==> src/rtl/z16_instr_loader_if.sv <==
// Byte-stream and instruction-memory write bus of the Z16 boot loader.
// The slave modport is the loader's view: it sinks the byte stream and
// drives the memory write port. The master modport is the system side.
interface z16_instr_loader_if;
  logic [7:0]  i_byte;
  logic        i_byte_valid;
  logic        o_byte_ready;
  logic        o_imem_wen;
  logic [15:0] o_imem_addr;
  logic [15:0] o_imem_data;

  modport slave (
    input  i_byte,
    input  i_byte_valid,
    output o_byte_ready,
    output o_imem_wen,
    output o_imem_addr,
    output o_imem_data
  );

  modport master (
    output i_byte,
    output i_byte_valid,
    input  o_byte_ready,
    input  o_imem_wen,
    input  o_imem_addr,
    input  o_imem_data
  );
endinterface

==> src/rtl/z16_instr_loader.sv <==
// Z16 boot loader: receives a length-prefixed, checksummed byte frame,
// writes little-endian instruction words to consecutive even addresses and
// releases the CPU from reset only after the whole image has verified.
//
// state     | meaning
// ----------+-----------------------------------------------------------
// S_LEN_LO  | waiting for low byte of word count (never times out)
// S_LEN_HI  | waiting for high byte of word count; count is validated
// S_DATA_LO | waiting for low byte of the next instruction word
// S_DATA_HI | waiting for high byte; completes and writes the word
// S_CHECK   | waiting for the checksum byte
// S_DONE    | image verified, CPU released, waits for restart
// S_ERROR   | length/checksum/timeout failure, bytes refused, waits restart
module z16_instr_loader #(
  parameter logic [15:0] BASE_ADDR      = 16'h0000,
  parameter int unsigned MAX_WORDS      = 1024,
  parameter int unsigned TIMEOUT_CYCLES = 100000
) (
  input  logic              i_clk,
  input  logic              i_rst_n,
  input  logic              i_restart,
  z16_instr_loader_if.slave bus,
  output logic              o_cpu_rst,
  output logic              o_done,
  output logic              o_error
);

  // Idle counter only ever needs to hold TIMEOUT_CYCLES-1 before firing.
  localparam int unsigned TW = (TIMEOUT_CYCLES > 1) ? $clog2(TIMEOUT_CYCLES) : 1;
  localparam bit          TMO_EN = (TIMEOUT_CYCLES != 0);
  localparam logic [TW-1:0] TMO_LAST = TW'((TIMEOUT_CYCLES > 0) ? TIMEOUT_CYCLES - 1 : 0);

  typedef enum logic [2:0] {
    S_LEN_LO  = 3'd0,
    S_LEN_HI  = 3'd1,
    S_DATA_LO = 3'd2,
    S_DATA_HI = 3'd3,
    S_CHECK   = 3'd4,
    S_DONE    = 3'd5,
    S_ERROR   = 3'd6
  } state_t;

  state_t        state_q, state_d;
  logic [15:0]   len_q, len_d;
  logic [7:0]    lo_q, lo_d;
  logic [15:0]   cnt_q, cnt_d;
  logic [7:0]    chk_q, chk_d;
  logic [TW-1:0] tmo_q, tmo_d;
  logic [15:0]   ptr_q, ptr_d;
  logic [15:0]   addr_q, addr_d;
  logic [15:0]   data_q, data_d;
  logic          wen_q, wen_d;
  logic          ready_q, ready_d;
  logic          done_q, done_d;
  logic          error_q, error_d;
  logic          cpu_rst_q, cpu_rst_d;

  logic          accept;
  logic          timed;
  logic [15:0]   len_full;

  assign accept   = bus.i_byte_valid && ready_q;
  assign len_full = {bus.i_byte, len_q[7:0]};

  // State and output registers; async reset aborts any frame in progress.
  always_ff @(posedge i_clk or negedge i_rst_n) begin
    if (!i_rst_n) begin
      state_q   <= S_LEN_LO;
      len_q     <= '0;
      lo_q      <= '0;
      cnt_q     <= '0;
      chk_q     <= '0;
      tmo_q     <= '0;
      ptr_q     <= BASE_ADDR;
      addr_q    <= BASE_ADDR;
      data_q    <= '0;
      wen_q     <= 1'b0;
      ready_q   <= 1'b0;
      done_q    <= 1'b0;
      error_q   <= 1'b0;
      cpu_rst_q <= 1'b1;
    end else begin
      state_q   <= state_d;
      len_q     <= len_d;
      lo_q      <= lo_d;
      cnt_q     <= cnt_d;
      chk_q     <= chk_d;
      tmo_q     <= tmo_d;
      ptr_q     <= ptr_d;
      addr_q    <= addr_d;
      data_q    <= data_d;
      wen_q     <= wen_d;
      ready_q   <= ready_d;
      done_q    <= done_d;
      error_q   <= error_d;
      cpu_rst_q <= cpu_rst_d;
    end
  end

  // Next-state, datapath updates and registered-output decode.
  always_comb begin
    state_d = state_q;
    len_d   = len_q;
    lo_d    = lo_q;
    cnt_d   = cnt_q;
    chk_d   = chk_q;
    tmo_d   = tmo_q;
    ptr_d   = ptr_q;
    addr_d  = addr_q;
    data_d  = data_q;
    wen_d   = 1'b0;

    timed = (state_q == S_LEN_HI) || (state_q == S_DATA_LO) ||
            (state_q == S_DATA_HI) || (state_q == S_CHECK);

    // The checksum byte itself is not part of the sum it is compared to.
    if (accept && (state_q != S_CHECK)) begin
      chk_d = chk_q + bus.i_byte;
    end

    if (accept || !timed || !TMO_EN) begin
      tmo_d = '0;
    end else begin
      tmo_d = tmo_q + 1'b1;
    end

    case (state_q)
      S_LEN_LO: begin
        if (accept) begin
          len_d[7:0] = bus.i_byte;
          state_d    = S_LEN_HI;
        end
      end
      S_LEN_HI: begin
        if (accept) begin
          len_d[15:8] = bus.i_byte;
          if ((len_full == 16'd0) || (32'(len_full) > MAX_WORDS)) begin
            state_d = S_ERROR;
          end else begin
            state_d = S_DATA_LO;
          end
        end
      end
      S_DATA_LO: begin
        if (accept) begin
          lo_d    = bus.i_byte;
          state_d = S_DATA_HI;
        end
      end
      S_DATA_HI: begin
        if (accept) begin
          wen_d   = 1'b1;
          data_d  = {bus.i_byte, lo_q};
          addr_d  = ptr_q;
          ptr_d   = ptr_q + 16'd2;
          cnt_d   = cnt_q + 16'd1;
          state_d = (cnt_d == len_q) ? S_CHECK : S_DATA_LO;
        end
      end
      S_CHECK: begin
        if (accept) begin
          state_d = (bus.i_byte == chk_q) ? S_DONE : S_ERROR;
        end
      end
      S_DONE, S_ERROR: begin
        if (i_restart) begin
          state_d = S_LEN_LO;
          len_d   = '0;
          lo_d    = '0;
          cnt_d   = '0;
          chk_d   = '0;
          tmo_d   = '0;
          ptr_d   = BASE_ADDR;
          addr_d  = BASE_ADDR;
        end
      end
      default: state_d = S_ERROR;
    endcase

    // An accepted byte in the same cycle always beats the timeout.
    if (TMO_EN && timed && !accept && (tmo_q == TMO_LAST)) begin
      state_d = S_ERROR;
    end

    ready_d   = (state_d != S_DONE) && (state_d != S_ERROR);
    done_d    = (state_d == S_DONE);
    error_d   = (state_d == S_ERROR);
    cpu_rst_d = (state_d != S_DONE);
  end

  assign bus.o_byte_ready = ready_q;
  assign bus.o_imem_wen   = wen_q;
  assign bus.o_imem_addr  = addr_q;
  assign bus.o_imem_data  = data_q;
  assign o_cpu_rst        = cpu_rst_q;
  assign o_done           = done_q;
  assign o_error          = error_q;

endmodule

==> src/flat_wrapper.sv <==
// flat-port wrapper written by rule: the top's interface ports become plain ports
module z16_instr_loader_flat 
#(
  parameter logic [15:0] BASE_ADDR      = 16'h0000,
  parameter int unsigned MAX_WORDS      = 1024,
  parameter int unsigned TIMEOUT_CYCLES = 100000
)
  (i_clk, i_rst_n, i_restart, o_cpu_rst, o_done, o_error, bus_i_byte, bus_i_byte_valid, bus_o_byte_ready, bus_o_imem_wen, bus_o_imem_addr, bus_o_imem_data);
  z16_instr_loader_if bus_i ();
  input  logic i_clk;
  input  logic i_rst_n;
  input  logic i_restart;
  output logic o_cpu_rst;
  output logic o_done;
  output logic o_error;
  input wire logic [$bits(bus_i.i_byte)-1:0] bus_i_byte;
  input wire logic [$bits(bus_i.i_byte_valid)-1:0] bus_i_byte_valid;
  output wire logic [$bits(bus_i.o_byte_ready)-1:0] bus_o_byte_ready;
  output wire logic [$bits(bus_i.o_imem_wen)-1:0] bus_o_imem_wen;
  output wire logic [$bits(bus_i.o_imem_addr)-1:0] bus_o_imem_addr;
  output wire logic [$bits(bus_i.o_imem_data)-1:0] bus_o_imem_data;
  assign bus_i.i_byte = bus_i_byte;
  assign bus_i.i_byte_valid = bus_i_byte_valid;
  assign bus_o_byte_ready = bus_i.o_byte_ready;
  assign bus_o_imem_wen = bus_i.o_imem_wen;
  assign bus_o_imem_addr = bus_i.o_imem_addr;
  assign bus_o_imem_data = bus_i.o_imem_data;
  z16_instr_loader #(.BASE_ADDR(BASE_ADDR), .MAX_WORDS(MAX_WORDS), .TIMEOUT_CYCLES(TIMEOUT_CYCLES)) u_core (.i_clk(i_clk), .i_rst_n(i_rst_n), .i_restart(i_restart), .bus(bus_i), .o_cpu_rst(o_cpu_rst), .o_done(o_done), .o_error(o_error));
endmodule
==> config.mk <==
export PLATFORM = sky130hd
export DESIGN_NAME = z16_instr_loader_flat
export DESIGN_NICKNAME = d
export VERILOG_FILES = /design/src/rtl/z16_instr_loader_if.sv /design/src/rtl/z16_instr_loader.sv /design/src/flat_wrapper.sv
export SDC_FILE = /design/constraint.sdc
export NUM_CORES = 1
export LEC_CHECK = 0
export CAP_MARGIN = 15
export CORE_ASPECT_RATIO = 1.4
export CORE_MARGIN = 2
export CORE_UTILIZATION = 35
export CTS_BUF_LIST = sky130_fd_sc_hd__clkbuf_4 sky130_fd_sc_hd__clkbuf_8
export CTS_CLUSTER_DIAMETER = 150
export CTS_CLUSTER_SIZE = 40
export DETAILED_ROUTE_END_ITERATION = 8
export GPL_ROUTABILITY_DRIVEN = 1
export PLACE_DENSITY_LB_ADDON = 0.2
export SETUP_SLACK_MARGIN = 0.15
export SLEW_MARGIN = 0
export SYNTH_ARGS = -nofsm -noshare
export SYNTH_HDL_FRONTEND = slang
export SYNTH_SLANG_ARGS = --single-unit
==> constraint.sdc <==
create_clock -name i_clk -period 2.6 [get_ports i_clk]
set_clock_uncertainty 0.1 [all_clocks]
set_input_delay 0.39 -clock i_clk [delete_from_list [all_inputs] [get_ports i_clk]]
set_output_delay 0.39 -clock i_clk [all_outputs]
set_load 0.02 [all_outputs]
== Word level (Yosys, flattened, before mapping) ==
Index checks and enable logic that the tools add are counted.

* Memories: 0
* Register bits: 121
* Bits in writable memories: 0
* Bits in read-only memories: 0
* Word-level logic and storage cells: 94
* Latch bits: 0
* Input bits: 12

* Divide/modulo/power cells: 0
* Order comparisons: 1
* Muxes and demuxes: 31
* Bitwise gates (word level): 0
* Equality and inequality tests: 19
* Add/subtract/negate cells: 4
* Shift-type cells: 0
* Reduce and logical (&&, ||, !) cells: 24
* $mul: 0

{| class="wikitable"
|+ Operator list
! cell !! number
|-
| one-hot mux 16 bit (2 select lines) || 3
|-
| 2-to-1 mux 16 bit || 4
|-
| 2-to-1 mux 17 bit || 3
|-
| one-hot mux 8 bit (2 select lines) || 3
|-
| 2-to-1 mux 8 bit || 5
|-
| 2-to-1 mux 3 bit || 9
|-
| one-hot mux 3 bit (6 select lines) || 1
|-
| adder 17 x 1 -> 17 bit (second input constant) || 1
|-
| == test 17 bit (second input constant) || 1
|-
| adder 16 x 1 -> 16 bit (second input constant) || 1
|-
| adder 16 x 2 -> 16 bit (second input constant) || 1
|-
| == test 16 bit || 1
|-
| > comparator 16 x 11 -> 1 bit (second input constant) || 1
|-
| zero test 16 bit || 1
|-
| == test 3 bit (second input constant) || 5
|-
| AND reduction 3 bit || 4
|-
| != test 3 bit (second input constant) || 3
|-
| adder 8 bit || 1
|-
| == test 8 bit || 1
|-
| != test 2 x 1 -> 1 bit (second input constant) || 4
|-
| nonzero test 2 bit || 4
|-
| == test 3 x 2 -> 1 bit (second input constant) || 2
|-
| logical AND 1 bit || 5
|-
| logical OR 1 bit || 5
|-
| other kinds (8) || 10
|}

== Depth between registers and ports, before layout ==
* Depth after elaboration: 9
* Gate-level depth with buffers: 8
* Mapped depth without buffers: 8

== Worst setup path before layout ==
OpenSTA, ideal clock, no wires.

* Path type: register to register
* Start: reg u_core.cnt_q[0]
* End: reg u_core.state_q[1]
* Period minus slack after synthesis: 2.386 ns
* Buffers on the path: 0
* Stages on the path, launching flop included: 7
* Setup time: 0.126 ns
* Path slack: 0.214 ns
* Arrival time: 2.160 ns
* Cells stage by stage: dfrtp_1 > nand3_4 > or4_4 > a32o_1 > or4_4 > nor4_2 > o21ai_1

* Longest elaborated chain between the ends: 6

{| class="wikitable"
|+ RTL lines
! item !! RTL line !! source
|-
| start: declaration || z16_instr_loader.sv:46 || <nowiki>logic [15:0] cnt_q, cnt_d;</nowiki>
|-
| start signal: assignment || z16_instr_loader.sv:86 || <nowiki>cnt_q <= cnt_d;</nowiki>
|-
| adder 16 x 1 -> 16 bit || z16_instr_loader.sv:156 || <nowiki>cnt_d = cnt_q + 16'd1;</nowiki>
|-
| == test 16 bit || z16_instr_loader.sv:157 || <nowiki>state_d = (cnt_d == len_q) ? S_CHECK : S_DATA_LO;</nowiki>
|-
| 2-to-1 mux 3 bit || z16_instr_loader.sv:157 ||
|-
| 2-to-1 mux 3 bit || z16_instr_loader.sv:151 || <nowiki>if (accept) begin</nowiki>
|-
| one-hot mux 3 bit (6 select lines) || z16_instr_loader.sv:127 || <nowiki>case (state_q)</nowiki>
|-
| 2-to-1 mux 3 bit || z16_instr_loader.sv:181 || <nowiki>if (TMO_EN && timed && !accept && (tmo_q == TMO_LAST)) begin</nowiki>
|-
| via u_core.state_d[1] || z16_instr_loader.sv:43 || <nowiki>state_t state_q, state_d;</nowiki>
|-
| end signal: assignment || z16_instr_loader.sv:83 || <nowiki>state_q <= state_d;</nowiki>
|-
| end: declaration || z16_instr_loader.sv:43 ||
|}

The timed path passes the listed nets, and every way through them passes these cells.
A chain may end at the register's enable or synchronous reset.

== Worst setup path after layout ==
* Start: reg u_core.cnt_q[9]
* End: reg u_core.state_q[1]

The elaborated chain is that of the path after synthesis.

==> flow_summary_export.csv <==
group,metric,value,unit
grt,grt_start_max_net_pins,56,
routing,drtIter0Drc,278,
synthesis,synth_seq_cells,119,
synthesis,synth_top_area_share,48.8,%
timing,rsz0062_at_grt,"no",
floorplan,dieArea,0.0184,mm2
synthesis,synth_fa_ha_area_share,2.40,%
placed_design,place_congestion,0.870,
placed_design,io_buffers,47,
cts,clkTransAtPathRegs,0.07,ns
pwr,pwr-share-comb,37.6,%
grt,grt_pass1_vias,5365,
cts,insertion_delay,0.44,ns
setup_path,crit_path_start_kind,"flip-flop",
cts,cts_tree,"done",
routing,dr.pass1.iters,5,
routing,vias,5114,
routing,wl,15.5,mm
floorplan,fp.dieH,160,um
cts,h-tree-depth,4,
pwr,swShare,37.9,%
routing,viasPerCell,5.26,
synthesis,ys_seq_area_share,49.2,%
finish,instances_no_fill,973,
pwr,clkPwrFrac,24.1,%
synthesis,yosys.area.top_type,"dfrtp_1",
timing,tns,0,ns
synthesis,synthXorXnorAreaFrac,7.18,%
timing,relSlewSlack,32.3,%
timing,slew_viol_final,0,
setup_path,crit_path_top_delay_cell,"or4_4",
floorplan,floorplan.initialDensity,36.0,%
synthesis,synth.area.top_cells,"dfrtp_1 (49%), nand2_1 (9.2%), o21ai_0 (6.4%), nor2_1 (3.7%), xor2_1 (3.5%)",
timing,max_freq,0.431,GHz
synthesis,post_synth_and_or_nand_nor_area_fraction,24.0,%
synthesis,synth_top_family_by_area,"simple AND/OR/NAND/NOR gates",
finish,utilization,44.8,%
timing,fin_ws,0.281,ns
finish,n_antenna_cell,0,
floorplan,core_region_area,0.0168,mm2
floorplan,io-pin-count,49,
synthesis,synth_compound_area_share,13.0,%
synthesis,netlist_instances,671,
finish,drive_gt1_share,14.5,%
pwr,p_switching,2.73,mW
grt,overflow,0,
setup_path,endpoint_kind,"flip-flop",
pwr,seqPwrFrac,38.3,%
setup_path,crit_type,"flip-flop to flip-flop",
setup_path,cpPeakStageDelay,0.55,ns
grt,grt_antenna_before_repair,0,
setup_path,worstPathArrival,2.53,ns
synthesis,synth_ff_type,"dfrtp_1",
placed_design,dp.cells,938,
routing,ant_nets,0,
setup_path,cp_cell_sequence,"nand4_2 -> buf_4 -> nor4_4 -> xnor2_1 -> or4_4 -> nor4_4 -> buf_4 -> o21ai_1",
timing,setup_viol,0,
pwr,p_int,4.47,mW
placed_design,dp_hpwl,11.0,mm
finish,final_area,0.00754,mm2
grt,grt_usage,17.9,%
grt,grt_pass1_wl,26.2,mm
timing,period_needed,2.32,ns
finish,syn_to_final_growth,24.6,%
timing,fin_crit_sh,89.2,%
cts,cts.sinks,119,
floorplan,rows,56,
synthesis,yosysMostFrequentCell,"nand2_1",
routing,drc_errors,0,
synthesis,syn_avg_cell_area,9.02,um2
synthesis,muxShareOfSynthArea,1.16,%
status,status,"finished, final reports clean",
pwr,p_leak,3.35,nW
job,cap_violations,0,
synthesis,synth.distinct_cells,65,
pwr,peakVddDrop,0.470,mV
cts,max-clock-path-buffers,2,
synthesis,syn-num-nets,694,
placed_design,post-place-ws,-0.196,ns
finish,multi_input_comb_area,0.00297,mm2
pwr,p_per_area,955,mW/mm2
cts,numCtsBuffers,17,
timing,hold_viol,0,
hold_path,hold_path_class,"flip-flop to flip-flop",
setup_path,crit_fanout,4,
synthesis,synth-warning-count,0,
placed_design,postPlaceCellArea,0.00702,mm2
finish,register_area,0.00298,mm2
routing,routedWlPerCell,15.9,um
synthesis,ys_top_cells_by_count,"nand2_1 (148), dfrtp_1 (118), o21ai_0 (77), nor2_1 (59), xor2_1 (24)",
timing,tightestPinTransition,1.02,ns
setup_path,cp.required,2.81,ns
finish,num-fill-cells,1648,
synthesis,synth_edf_count,0,
setup_path,crit_family,"simple AND/OR/NAND/NOR gates",
synthesis,synth_async_sr_flop_share,100,%
synthesis,syn_area,0.00605,mm2
finish,final_nets,781,
cts,cts_root_buf,"clkbuf_8",
setup_path,path_buf_inv,2,
floorplan,die_w,115,um
==> state kept, by name, indices dropped and copies added (netlist names), 3 cells and up <==
signal                  flops
u_core.tmo_q               17
u_core.bus.o_imem_data     16
u_core.cnt_q               16
u_core.len_q               16
u_core.bus.o_imem_addr     15
u_core.ptr_q               15
u_core.chk_q                8
u_core.lo_q                 8
u_core.state_q              3
==> area by class of cell <==
| type | instances | area share [%] |
|---|---|---|
| inverters | 9 | 0.448 |
| well taps | 203 | 3.37 |
| flip-flops and latches | 119 | 39.5 |
| clock buffers | 19 | 3.30 |
| repair buffers | 102 | 11.9 |
| multi-input cells | 509 | 39.4 |
| clock inverters | 12 | 2.06 |
==> logic make-up (layout without fill, tap and decap cells) <==
logic type | count (synthesis) | after routing
buf+inv | 43 | 142
simple gates | 306 | 306
mux | 7 | 7
flops | 119 | 119
xor+xnor | 48 | 48
compound gates | 136 | 136
fa+ha+maj | 11 | 11
other cells | 1 | 1
==> power by group through the flow <==
stage / sequential [mW] / combinational [mW] / clock (mW)
after floorplan: 2.82 / 1.56 / 0
after global placement: 2.76 / 2.57 / 0
after detailed placement: 2.79 / 2.64 / 0
after CTS: 2.75 / 2.71 / 1.78
after global routing: 2.83 / 3.03 / 1.87
final: 2.76 / 2.71 / 1.73
==> repair_timing <==
action	in CTS	in global routing
hold buffers	1	0
pin swaps	6	2
hold endpoints to repair	34	0
gates resized for setup	7	10
setup endpoints to repair	2	7
buffers inserted	3	0
==> per-layer routing <==
| layer | vias to the layer above | GRT usage, % | share of wire [%] |
|---|---|---|---|
| met3 | 33 | 3.54 | 2.7 |
| met2 | 95 | 31.9 | 53 |
| li1 | 2485 | - | - |
| met1 | 2501 | 20.5 | 42 |
| met4 | 0 | 7.45 | 2.5 |
| met5 | - | 0 | 0 |
==> placed cells by master (no fill, tap or decap), types with 11 or more instances in the layout <==
| master | n |
|---|---|
| xor2_1 | 24 |
| xnor2_1 | 23 |
| a21oi_1 | 20 |
| o21ai_0 | 75 |
| dfrtp_1 | 116 |
| clkdlybuf4s50_1 | 46 |
| nand2_1 | 147 |
| nor3_1 | 11 |
| nand4_1 | 14 |
| nor2_1 | 59 |
| buf_4 | 54 |
| nand3_1 | 16 |
| clkbuf_8 | 17 |
==> path summary, 6_finish.rpt <==
path	start	to	slack [ns]	cells past startpoint
max	u_core.cnt_q[9]$_DFFE_PN0P_	u_core.state_q[1]$_DFF_PN0_	0.28	8
min	u_core.tmo_q[0]$_DFF_PN0_	u_core.tmo_q[0]$_DFF_PN0_	0.36	1
max reg2reg	u_core.cnt_q[9]$_DFFE_PN0P_	u_core.state_q[1]$_DFF_PN0_	0.28	8
min reg2reg	u_core.tmo_q[0]$_DFF_PN0_	u_core.tmo_q[0]$_DFF_PN0_	0.36	1
max in group asynchronous	i_rst_n	u_core.o_cpu_rst$_DFF_PN1_	1.38	3
min in group asynchronous	i_rst_n	u_core.tmo_q[2]$_DFF_PN0_	0.37	2
==> stage by stage <==
stage	hold slack, ns	total power, mW
2_1_floorplan	-0.00559	4.38
3_3_place_gp	0.313	5.33
3_5_place_dp	0.309	5.43
4_1_cts	0.359	7.24
5_1_grt	0.383	7.73
6_report	0.356	7.20
Note: power is estimated with default switching activity, not from simulation.
